**config.mk**
```make
export PLATFORM = sky130hd
export DESIGN_NAME = decode_ctrl_stage
export DESIGN_NICKNAME = d
export VERILOG_FILES = /design/src/rtl/decode_ctrl_stage.sv
export SDC_FILE = /design/constraint.sdc
export NUM_CORES = 1
export LEC_CHECK = 0
export ABC_AREA = 0
export CAP_MARGIN = 20
export CORE_UTILIZATION = 43
export CTS_CLUSTER_SIZE = 16
export DETAILED_ROUTE_END_ITERATION = 12
export PLACE_DENSITY = 0.8
export SYNTH_ARGS = -nofsm -noshare
export SYNTH_HDL_FRONTEND = slang
export SYNTH_SLANG_ARGS = --single-unit
export TNS_END_PERCENT = 50
```
**constraint.sdc**
```tcl
create_clock -name clk -period 3 [get_ports clk]
set_input_delay 0.6 -clock clk [delete_from_list [all_inputs] [get_ports clk]]
set_output_delay 0.6 -clock clk [all_outputs]
set_load 0.01 [all_outputs]
```
**src/rtl/decode_ctrl_stage.sv**
```systemverilog
// -----------------------------------------------------------------------------
// decode_ctrl_stage
//
// Registered main-control decoder sitting between IF/ID and ID/EX. Decodes a
// MIPS word into the EX control bundle one cycle after acceptance. It inserts
// bubbles for load-use hazards and flushes. It also sequences a multi-cycle
// mult/div unit, holding mfhi/mflo/mult/div back while that unit is busy.
//
// Ports
//   clk               in   rising-edge clock
//   reset             in   synchronous, active-high
//   in_valid          in   instruction present from IF/ID
//   in_ready          out  instruction accepted this cycle (combinational)
//   instruction       in   32-bit MIPS word
//   flush             in   kill the instruction entering ID/EX on this edge
//   ex_mem_read       in   instruction now in EX is a load
//   ex_rt             in   destination register of that load
//   out_valid         out  registered bundle is a real instruction
//   reg_write .. reg_dst  out  registered single-bit controls
//   alu_control       out  registered ALU op (4-bit code, zero-extended)
//   dst_reg           out  rd if reg_dst else rt; 0 for bubbles
//   muldiv_start      out  one-cycle mult/div issue pulse
//   muldiv_unsigned   out  unsigned flag, valid with muldiv_start
//   muldiv_busy       out  mult/div unit is in its busy window
//   illegal           out  only with DECODE_ILLEGAL_TRAP_EN: the registered
//                          bundle came from an unlisted opcode/funct
//
// Build option: define DECODE_ILLEGAL_TRAP_EN to add the illegal output.
// -----------------------------------------------------------------------------
module decode_ctrl_stage #(
  parameter int ALU_CTRL_W    = 4,
  parameter int REG_ADDR_W    = 5,
  parameter int MULDIV_CYCLES = 8
) (
  input  logic                  clk,
  input  logic                  reset,
  input  logic                  in_valid,
  output logic                  in_ready,
  input  logic [31:0]           instruction,
  input  logic                  flush,
  input  logic                  ex_mem_read,
  input  logic [REG_ADDR_W-1:0] ex_rt,
  output logic                  out_valid,
  output logic                  reg_write,
  output logic                  mem_to_reg_write,
  output logic                  mem_read,
  output logic                  mem_write,
  output logic                  branch,
  output logic                  branch_ne,
  output logic                  alu_source,
  output logic                  alu_source_shift,
  output logic                  reg_dst,
  output logic [ALU_CTRL_W-1:0] alu_control,
  output logic [REG_ADDR_W-1:0] dst_reg,
  output logic                  muldiv_start,
  output logic                  muldiv_unsigned,
  output logic                  muldiv_busy
`ifdef DECODE_ILLEGAL_TRAP_EN
  ,
  output logic                  illegal
`endif
);

  // ALU operation codes (4-bit, zero-extended onto alu_control).
  localparam logic [3:0] ALU_ADD  = 4'h1;
  localparam logic [3:0] ALU_SUB  = 4'h2;
  localparam logic [3:0] ALU_AND  = 4'h3;
  localparam logic [3:0] ALU_OR   = 4'h4;
  localparam logic [3:0] ALU_XOR  = 4'h5;
  localparam logic [3:0] ALU_NOR  = 4'h6;
  localparam logic [3:0] ALU_SLT  = 4'h7;
  localparam logic [3:0] ALU_SLL  = 4'h8;
  localparam logic [3:0] ALU_SRL  = 4'h9;
  localparam logic [3:0] ALU_SRA  = 4'hA;
  localparam logic [3:0] ALU_MULT = 4'hB;
  localparam logic [3:0] ALU_DIV  = 4'hC;
  localparam logic [3:0] ALU_MFHI = 4'hD;
  localparam logic [3:0] ALU_MFLO = 4'hE;
  localparam logic [3:0] ALU_LUI  = 4'hF;

  localparam logic [5:0] OP_RTYPE = 6'h00;
  localparam logic [5:0] OP_BEQ   = 6'h04;
  localparam logic [5:0] OP_BNE   = 6'h05;
  localparam logic [5:0] OP_ADDI  = 6'h08;
  localparam logic [5:0] OP_ADDIU = 6'h09;
  localparam logic [5:0] OP_SLTI  = 6'h0A;
  localparam logic [5:0] OP_ANDI  = 6'h0C;
  localparam logic [5:0] OP_ORI   = 6'h0D;
  localparam logic [5:0] OP_XORI  = 6'h0E;
  localparam logic [5:0] OP_LUI   = 6'h0F;
  localparam logic [5:0] OP_LW    = 6'h23;
  localparam logic [5:0] OP_SW    = 6'h2B;

  localparam int CNT_W = (MULDIV_CYCLES < 2) ? 1 : $clog2(MULDIV_CYCLES + 1);

  typedef struct packed {
    logic       reg_write;
    logic       mem_to_reg_write;
    logic       mem_read;
    logic       mem_write;
    logic       branch;
    logic       branch_ne;
    logic       alu_source;
    logic       alu_source_shift;
    logic       reg_dst;
    logic       muldiv_start;
    logic       muldiv_unsigned;
    logic [3:0] alu;
  } ctrl_t;

  typedef enum logic {
    MD_IDLE = 1'b0,
    MD_BUSY = 1'b1
  } md_state_t;

  // Instruction fields.
  logic [5:0]            opcode;
  logic [5:0]            funct;
  logic [REG_ADDR_W-1:0] rs_f;
  logic [REG_ADDR_W-1:0] rt_f;
  logic [REG_ADDR_W-1:0] rd_f;
  logic                  unused_shamt;

  assign opcode       = instruction[31:26];
  assign funct        = instruction[5:0];
  assign rs_f         = REG_ADDR_W'(instruction[25:21]);
  assign rt_f         = REG_ADDR_W'(instruction[20:16]);
  assign rd_f         = REG_ADDR_W'(instruction[15:11]);
  assign unused_shamt = ^instruction[10:6];

  ctrl_t     dec;
  logic      dec_illegal;
  logic      md_class;   // mfhi/mflo/mult/multu/div/divu
  logic      rt_used;    // rt is a source: R-type, beq, bne, sw
  logic      haz;
  logic      md_stall;
  logic      issue;

  ctrl_t                 ctrl_q;
  logic                  out_valid_q;
  logic [REG_ADDR_W-1:0] dst_q;
  md_state_t             state_q;
  logic [CNT_W-1:0]      cnt_q;

  // ---------------------------------------------------------------------------
  // Combinational decode
  // ---------------------------------------------------------------------------
  always_comb begin
    // NOTE: every signal written here gets a default first, so no path leaves
    // it unassigned and no latch is inferred.
    dec         = '0;
    dec_illegal = 1'b0;
    md_class    = 1'b0;
    rt_used     = 1'b0;

    case (opcode)
      OP_RTYPE: begin
        rt_used       = 1'b1;
        dec.reg_write = 1'b1;
        dec.reg_dst   = 1'b1;
        case (funct)
          6'h00: begin dec.alu = ALU_SLL; dec.alu_source_shift = 1'b1; end
          6'h02: begin dec.alu = ALU_SRL; dec.alu_source_shift = 1'b1; end
          6'h03: begin dec.alu = ALU_SRA; dec.alu_source_shift = 1'b1; end
          6'h04: dec.alu = ALU_SLL;
          6'h06: dec.alu = ALU_SRL;
          6'h07: dec.alu = ALU_SRA;
          6'h08: dec = '0;  // jr: valid instruction, no controls
          6'h10: begin dec.alu = ALU_MFHI; md_class = 1'b1; end
          6'h12: begin dec.alu = ALU_MFLO; md_class = 1'b1; end
          6'h18, 6'h19, 6'h1A, 6'h1B: begin
            md_class            = 1'b1;
            dec.reg_write       = 1'b0;
            dec.reg_dst         = 1'b0;
            dec.muldiv_start    = 1'b1;
            dec.muldiv_unsigned = funct[0];  // multu / divu
            dec.alu             = funct[1] ? ALU_DIV : ALU_MULT;
          end
          6'h20, 6'h21: dec.alu = ALU_ADD;
          6'h22, 6'h23: dec.alu = ALU_SUB;
          6'h24: dec.alu = ALU_AND;
          6'h25: dec.alu = ALU_OR;
          6'h26: dec.alu = ALU_XOR;
          6'h27: dec.alu = ALU_NOR;
          6'h2A: dec.alu = ALU_SLT;
          default: begin
            dec         = '0;
            dec_illegal = 1'b1;
          end
        endcase
      end
      OP_ADDI, OP_ADDIU: begin
        dec.reg_write = 1'b1; dec.alu_source = 1'b1; dec.alu = ALU_ADD;
      end
      OP_SLTI: begin
        dec.reg_write = 1'b1; dec.alu_source = 1'b1; dec.alu = ALU_SLT;
      end
      OP_ANDI: begin
        dec.reg_write = 1'b1; dec.alu_source = 1'b1; dec.alu = ALU_AND;
      end
      OP_ORI: begin
        dec.reg_write = 1'b1; dec.alu_source = 1'b1; dec.alu = ALU_OR;
      end
      OP_XORI: begin
        dec.reg_write = 1'b1; dec.alu_source = 1'b1; dec.alu = ALU_XOR;
      end
      OP_LUI: begin
        dec.reg_write = 1'b1; dec.alu_source = 1'b1; dec.alu = ALU_LUI;
      end
      OP_LW: begin
        dec.reg_write        = 1'b1;
        dec.mem_read         = 1'b1;
        dec.mem_to_reg_write = 1'b1;
        dec.alu_source       = 1'b1;
        dec.alu              = ALU_ADD;
      end
      OP_SW: begin
        rt_used        = 1'b1;
        dec.mem_write  = 1'b1;
        dec.alu_source = 1'b1;
        dec.alu        = ALU_ADD;
      end
      OP_BEQ, OP_BNE: begin
        rt_used       = 1'b1;
        dec.branch    = 1'b1;
        dec.branch_ne = opcode[0];
        dec.alu       = ALU_SUB;
      end
      default: dec_illegal = 1'b1;
    endcase
  end

  // ---------------------------------------------------------------------------
  // Hazard detection and handshake
  // ---------------------------------------------------------------------------
  // Shift-by-immediate forms carry no rs operand, so rs cannot collide.
  // A load to $0 never creates a dependency.
  assign haz = in_valid & ex_mem_read & (ex_rt != '0) &
               (((ex_rt == rs_f) & ~dec.alu_source_shift) |
                ((ex_rt == rt_f) & rt_used));

  assign md_stall = in_valid & (state_q == MD_BUSY) & md_class;
  assign in_ready = ~reset & ~haz & ~md_stall;

  // Flush outranks acceptance: the handshake still completes (in_ready is
  // unaffected) but nothing reaches ID/EX.
  assign issue = in_valid & in_ready & ~flush;

  // ---------------------------------------------------------------------------
  // ID/EX control bundle
  // ---------------------------------------------------------------------------
  // NOTE: sequential state uses non-blocking assignments so every register
  // samples pre-edge values regardless of block ordering.
  always_ff @(posedge clk) begin
    if (reset) begin
      ctrl_q      <= '0;
      out_valid_q <= 1'b0;
      dst_q       <= '0;
    end else if (issue) begin
      ctrl_q      <= dec;
      out_valid_q <= 1'b1;
      dst_q       <= dec_illegal ? '0 : (dec.reg_dst ? rd_f : rt_f);
    end else begin
      ctrl_q      <= '0;
      out_valid_q <= 1'b0;
      dst_q       <= '0;
    end
  end

`ifdef DECODE_ILLEGAL_TRAP_EN
  logic illegal_q;

  always_ff @(posedge clk) begin
    if (reset) begin
      illegal_q <= 1'b0;
    end else begin
      illegal_q <= issue & dec_illegal;
    end
  end

  assign illegal = illegal_q;
`endif

  // ---------------------------------------------------------------------------
  // Mult/div sequencer: BUSY for exactly MULDIV_CYCLES cycles after issue.
  // A mult/div cannot issue while BUSY because md_stall blocks it.
  // ---------------------------------------------------------------------------
  always_ff @(posedge clk) begin
    if (reset) begin
      state_q <= MD_IDLE;
      cnt_q   <= '0;
    end else begin
      case (state_q)
        MD_IDLE: begin
          if (issue & dec.muldiv_start) begin
            state_q <= MD_BUSY;
            cnt_q   <= CNT_W'(MULDIV_CYCLES);
          end
        end
        MD_BUSY: begin
          if (cnt_q == CNT_W'(1)) begin
            state_q <= MD_IDLE;
            cnt_q   <= '0;
          end else begin
            cnt_q <= cnt_q - CNT_W'(1);
          end
        end
        default: begin
          state_q <= MD_IDLE;
          cnt_q   <= '0;
        end
      endcase
    end
  end

  // ---------------------------------------------------------------------------
  // Outputs
  // ---------------------------------------------------------------------------
  assign out_valid        = out_valid_q;
  assign reg_write        = ctrl_q.reg_write;
  assign mem_to_reg_write = ctrl_q.mem_to_reg_write;
  assign mem_read         = ctrl_q.mem_read;
  assign mem_write        = ctrl_q.mem_write;
  assign branch           = ctrl_q.branch;
  assign branch_ne        = ctrl_q.branch_ne;
  assign alu_source       = ctrl_q.alu_source;
  assign alu_source_shift = ctrl_q.alu_source_shift;
  assign reg_dst          = ctrl_q.reg_dst;
  assign alu_control      = ALU_CTRL_W'(ctrl_q.alu);
  assign dst_reg          = dst_q;
  assign muldiv_start     = ctrl_q.muldiv_start;
  assign muldiv_unsigned  = ctrl_q.muldiv_unsigned;
  assign muldiv_busy      = (state_q == MD_BUSY);

endmodule
```
* Word level (Yosys, flattened, before mapping)
Cells that the tools add are included.
Storage, ports and cells: register bits after elaboration 26, input bits 42, logic and storage cells 123
Operators by class: add/subtract/negate cells 1, equal/unequal tests 36, muxes and demuxes 25, bitwise operators 22, reduce and logical (&&, ||, !) cells 23
Operators by type and width (count):
- 6-bit == test, second input constant | 11
- 4-bit one-hot mux with 13 select lines | 1
- 6-bit by 4-bit == test with 1-bit output, second input constant | 8
- 6-bit by 5-bit == test with 1-bit output, second input constant | 6
- 4-bit one-hot mux with 8 select lines | 1
- 6-bit by 3-bit == test with 1-bit output, second input constant | 5
- 22-bit OR reduction | 1
- 17-bit OR reduction | 1
- 2-bit OR reduction | 7
- 1-bit bitwise AND | 12
- 6-bit by 2-bit == test with 1-bit output, second input constant | 2
- 6-bit zero test | 2
- 4-bit 2-to-1 mux | 3
- 3-bit OR reduction | 4
- 4-bit OR reduction | 3
- 1-bit 2-to-1 mux | 11
- 11-bit OR reduction | 1
- 5-bit == test | 2
- 1-bit inverter | 9
- 9-bit OR reduction | 1
- 4-bit one-hot mux with 2 select lines | 1
- 8-bit OR reduction | 1
- 1-bit one-hot mux with 2 select lines | 3
- 3-bit one-hot mux with 2 select lines | 1
- other kinds (9) | 10

* Depth between registers and ports, before layout
depth in word-level cells 16, mapped depth 8, depth with buffers taken out 7

* Worst setup path after synthesis
OpenSTA, ideal clock, no wires.
path kind input-to-output, start point in instruction[29], end point out in_ready, data arrival time 1.960 ns, setup slack 0.440 ns, stages 5, cell sequence buf_6 or3_4 a2bb2oi_1 or4b_4 and3_2
On the way: longest elaborated chain between the ends 9
Ends and longest elaborated chain:
- start: declaration | line 39 | input logic [31:0] instruction,
- 6-bit == test, or another cell as far along | line 156 | case (opcode)
- 4-bit OR reduction (no source line) or 4-bit 2-to-1 mux (tied branches)
- 1-bit 2-to-1 mux or 1-bit inverter (tied branches) | line 156, 239
- 1-bit bitwise AND (on tied branches) | line 240, 239
- 1-bit bitwise OR | line 239 | (((ex_rt == rs_f) & ~dec.alu_source_shift) |
- 1-bit bitwise AND | line 238 | assign haz = in_valid & ex_mem_read & (ex_rt != '0) &
- 1-bit inverter | line 243 | assign in_ready = ~reset & ~haz & ~md_stall;
- 1-bit bitwise AND | line 243
- 1-bit bitwise AND (*) | line 243
- end: declaration | line 38 | output logic in_ready,
Mark *: on every way between the ends. The rest lies on a longest branch, timed or not.

* Worst setup path after layout
start point in instruction[28], end point out in_ready
Same word-level chain as after synthesis.

==> results_dict.tcl <==
set metrics [dict create \
    outcome "finished, final reports clean" \
    cts_inserted_buffers 3 \
    clock_tree.root_cell "clkbuf_8" \
    synth_ff_type "dfxtp_1" \
    place_congestion 0.908 \
    clk_pin_slew_ns 0.08 \
    fmax_mhz 342 \
    drtPass1Iterations 7 \
    fillers 307 \
    p_int_uw 530 \
    grt_pass1_wl_um 6870 \
    cts_tree "yes" \
    synthDistinctLibCells 58 \
    irDropWorstVdd_mv 0.164 \
    layout-drive-gt1-share_pct 19.1 \
    synth_xor_area_share_pct 5.96 \
    clock_path_buffers 2 \
    largest_reg_flops 5 \
    postRouteAntennaNets 0 \
    htree_levels 1 \
    final_common_cell "clkdlybuf4s50_1" \
    fp.dieW_um 63.3 \
    seqPwrFrac_pct 47.2 \
    routed_wl_um 4320 \
    grt_antenna_before_repair 0 \
    synthMuxAreaShare_pct 3.72 \
    yosys.area_share.adder_pct 2.17 \
    avgSynthCellArea_um2 8.33 \
    die-area_mm2 0.00401 \
    core_area_mm2 0.00347 \
    yosys_warnings 0 \
    synth_edf_count 0 \
    synth_compound_area_share_pct 19.8 \
    p_sw_uw 177 \
    hp-class "reg -> reg" \
    max_stage_delay_ns 0.52 \
    vias_per_cell 5.19 \
    slew_headroom_pct 68.9 \
    initial_core_util_pct 46.6 \
    hpwl_um 3550 \
    wl_per_cell_um 13.3 \
    grt_max_degree 14 \
    clock_skew_ns 0.000779 \
    final_cell_mix "clkdlybuf4s50_1 (55), buf_4 (31), dfxtp_1 (25)" \
    place_inst 319 \
    required_ns 2.40 \
    nets 323 \
    cp_cell_sequence "clkdlybuf4s50_1 -> and4b_1 -> a2bb2oi_1 -> or4b_4 -> and3_2 -> buf_2" \
    hold_viol 0 \
    endpoint_kind "output port" \
    rows 21 \
    drc 0 \
    worstMarginPinSlew_ns 0.455 \
    power_frac_comb_pct 26.0 \
    swShare_pct 25.0 \
    cp_max_fo 4 \
    syn_inst 194 \
    finalNonFillerCells 324 \
    finalPower_uw 707 \
    synth_nets 238 \
    grt_setup_unrepaired "no" \
    vias 1682 \
    boundaryPins 65 \
    synth-simple-area-share_pct 31.7 \
    p_leak_nw 0.949 \
    synth_top_family_by_area "simple AND/OR/NAND/NOR gates" \
    min_period_over_period_pct 97.4 \
    async_flop_share_pct 0 \
    ys_seq_elements 25 \
    drtIter0Drc 52 \
    grt_usage_pct 21.3 \
    insertion_delay_ns 0.26 \
    io_buffers 59 \
    fin_util_pct 71.7 \
    startpoint_type "primary input" \
    drv_slew 0 \
    finalSetupViolCount 0 \
    clkPwrFrac_pct 26.8 \
    arrival_ns 2.32 \
    clock_sinks 25 \
    n_antenna_cell 0 \
    synth_area_mm2 0.00162 \
    slowest_stage "or4b_4" \
    p_per_area_mw_per_mm2 284 \
    die_h_um 63.3 \
    period_minus_slack_ns 2.92 \
    critPathKind "in -> out" \
    drv_cap 0 \
    grt_pass1_vias 1549 \
    area_delta_synth_final_pct 53.9 \
    grt-ovfl-total 0 \
    synth_seq_area_share_pct 31.0 \
    hold_ws_ns 0.484 \
]
[final timing paths]
path	start	end	slack [ns]	cells past startpoint
max	instruction[28]	in_ready	0.08	6
min	cnt_q[1]	cnt_q[1]	0.48	2
max reg2reg	muldiv_busy	alu_control[0]	1.23	7
min reg2reg	cnt_q[1]	cnt_q[1]	0.48	2
[metal layers]
layer  vias up  GRT usage (%)  share of wire [%]
li1        870              -                  -
met1       766           28.6                 46
met2        42           36.0                 49
met3         4           1.81                3.7
met4         0           6.25               0.86
met5         -              0                  0
[logic make-up after synthesis]
group	count (synthesis)
and+or+nand+nor	83
AOI/OAI and AO/OA	45
DFF	25
buffers and inverters	21
xor gates and xnor gates	11
muxes	6
adders and majority gates	3
[worst max-delay path, delay by kind of cell]
| kind | cells | cell delay (ns) |
|---|---|---|
| and+or+nand+nor | 3 | 1.04 |
| buffers and inverters | 2 | 0.60 |
| AOI/OAI and AO/OA | 1 | 0.09 |
[synth_stat cells (3+ instances only)]
library cell / count / share of area (%)
dfxtp_1: 25 / 31
nor3_1: 5 / 1.5
nor2_1: 24 / 5.6
mux2i_1: 6 / 3.7
inv_1: 10 / 2.3
a21oi_1: 9 / 2.8
nand2_1: 11 / 2.6
xor2_1: 6 / 3.3
xnor2_1: 5 / 2.7
a211oi_1: 3 / 1.4
o21ai_0: 6 / 1.9
clkbuf_1: 7 / 1.6
nor3_2: 4 / 2.5
a22oi_1: 3 / 1.4
a31oi_1: 5 / 1.9
nor2b_1: 5 / 1.9
nand3_1: 3 / 0.93
nand2b_1: 7 / 2.7
or4_1: 3 / 1.4
nand3b_1: 3 / 1.4
[power by group through the flow]
stage                     sequential, mW  clock (mW)  combinational (mW)
final                              0.334       0.190               0.184
after global routing               0.334       0.207               0.198
after CTS                          0.334       0.192               0.182
after detailed placement           0.342           0               0.183
after global placement             0.342           0               0.180
after floorplan                    0.342           0              0.0792
[through the flow]
step	worst slack, ns	TNS (ns)	cell area, um^2
after floorplan	0.440	0	1620
after global routing	0.0300	0	2490
after detailed placement	-0.385	-0.385	2440
after CTS	0.0161	0	2480
after global placement	-0.379	-0.379	2440
final	0.0778	0	2490
[area by class of cell]
class                           instances  area (um^2)  share of cell area [%]
Multi-Input combinational cell        148         1020                    41.2
Inverter                               11         41.3                    1.66
Tap cell                               46         57.6                    2.32
Timing Repair Buffer                   90          818                    32.9
Sequential cell                        25          500                    20.1
Clock buffer                            4         45.0                    1.81
[what timing repair did]
action | in CTS | in global routing
gates cloned | 0 | 0
hold buffers | 0 | 0
endpoints found under the setup margin | 1 | 1
setup buffers | 0 | 1
resized for setup | 6 | 1
pin swaps | 1 | 1
No activity file was read; power rests on OpenSTA's default activity.
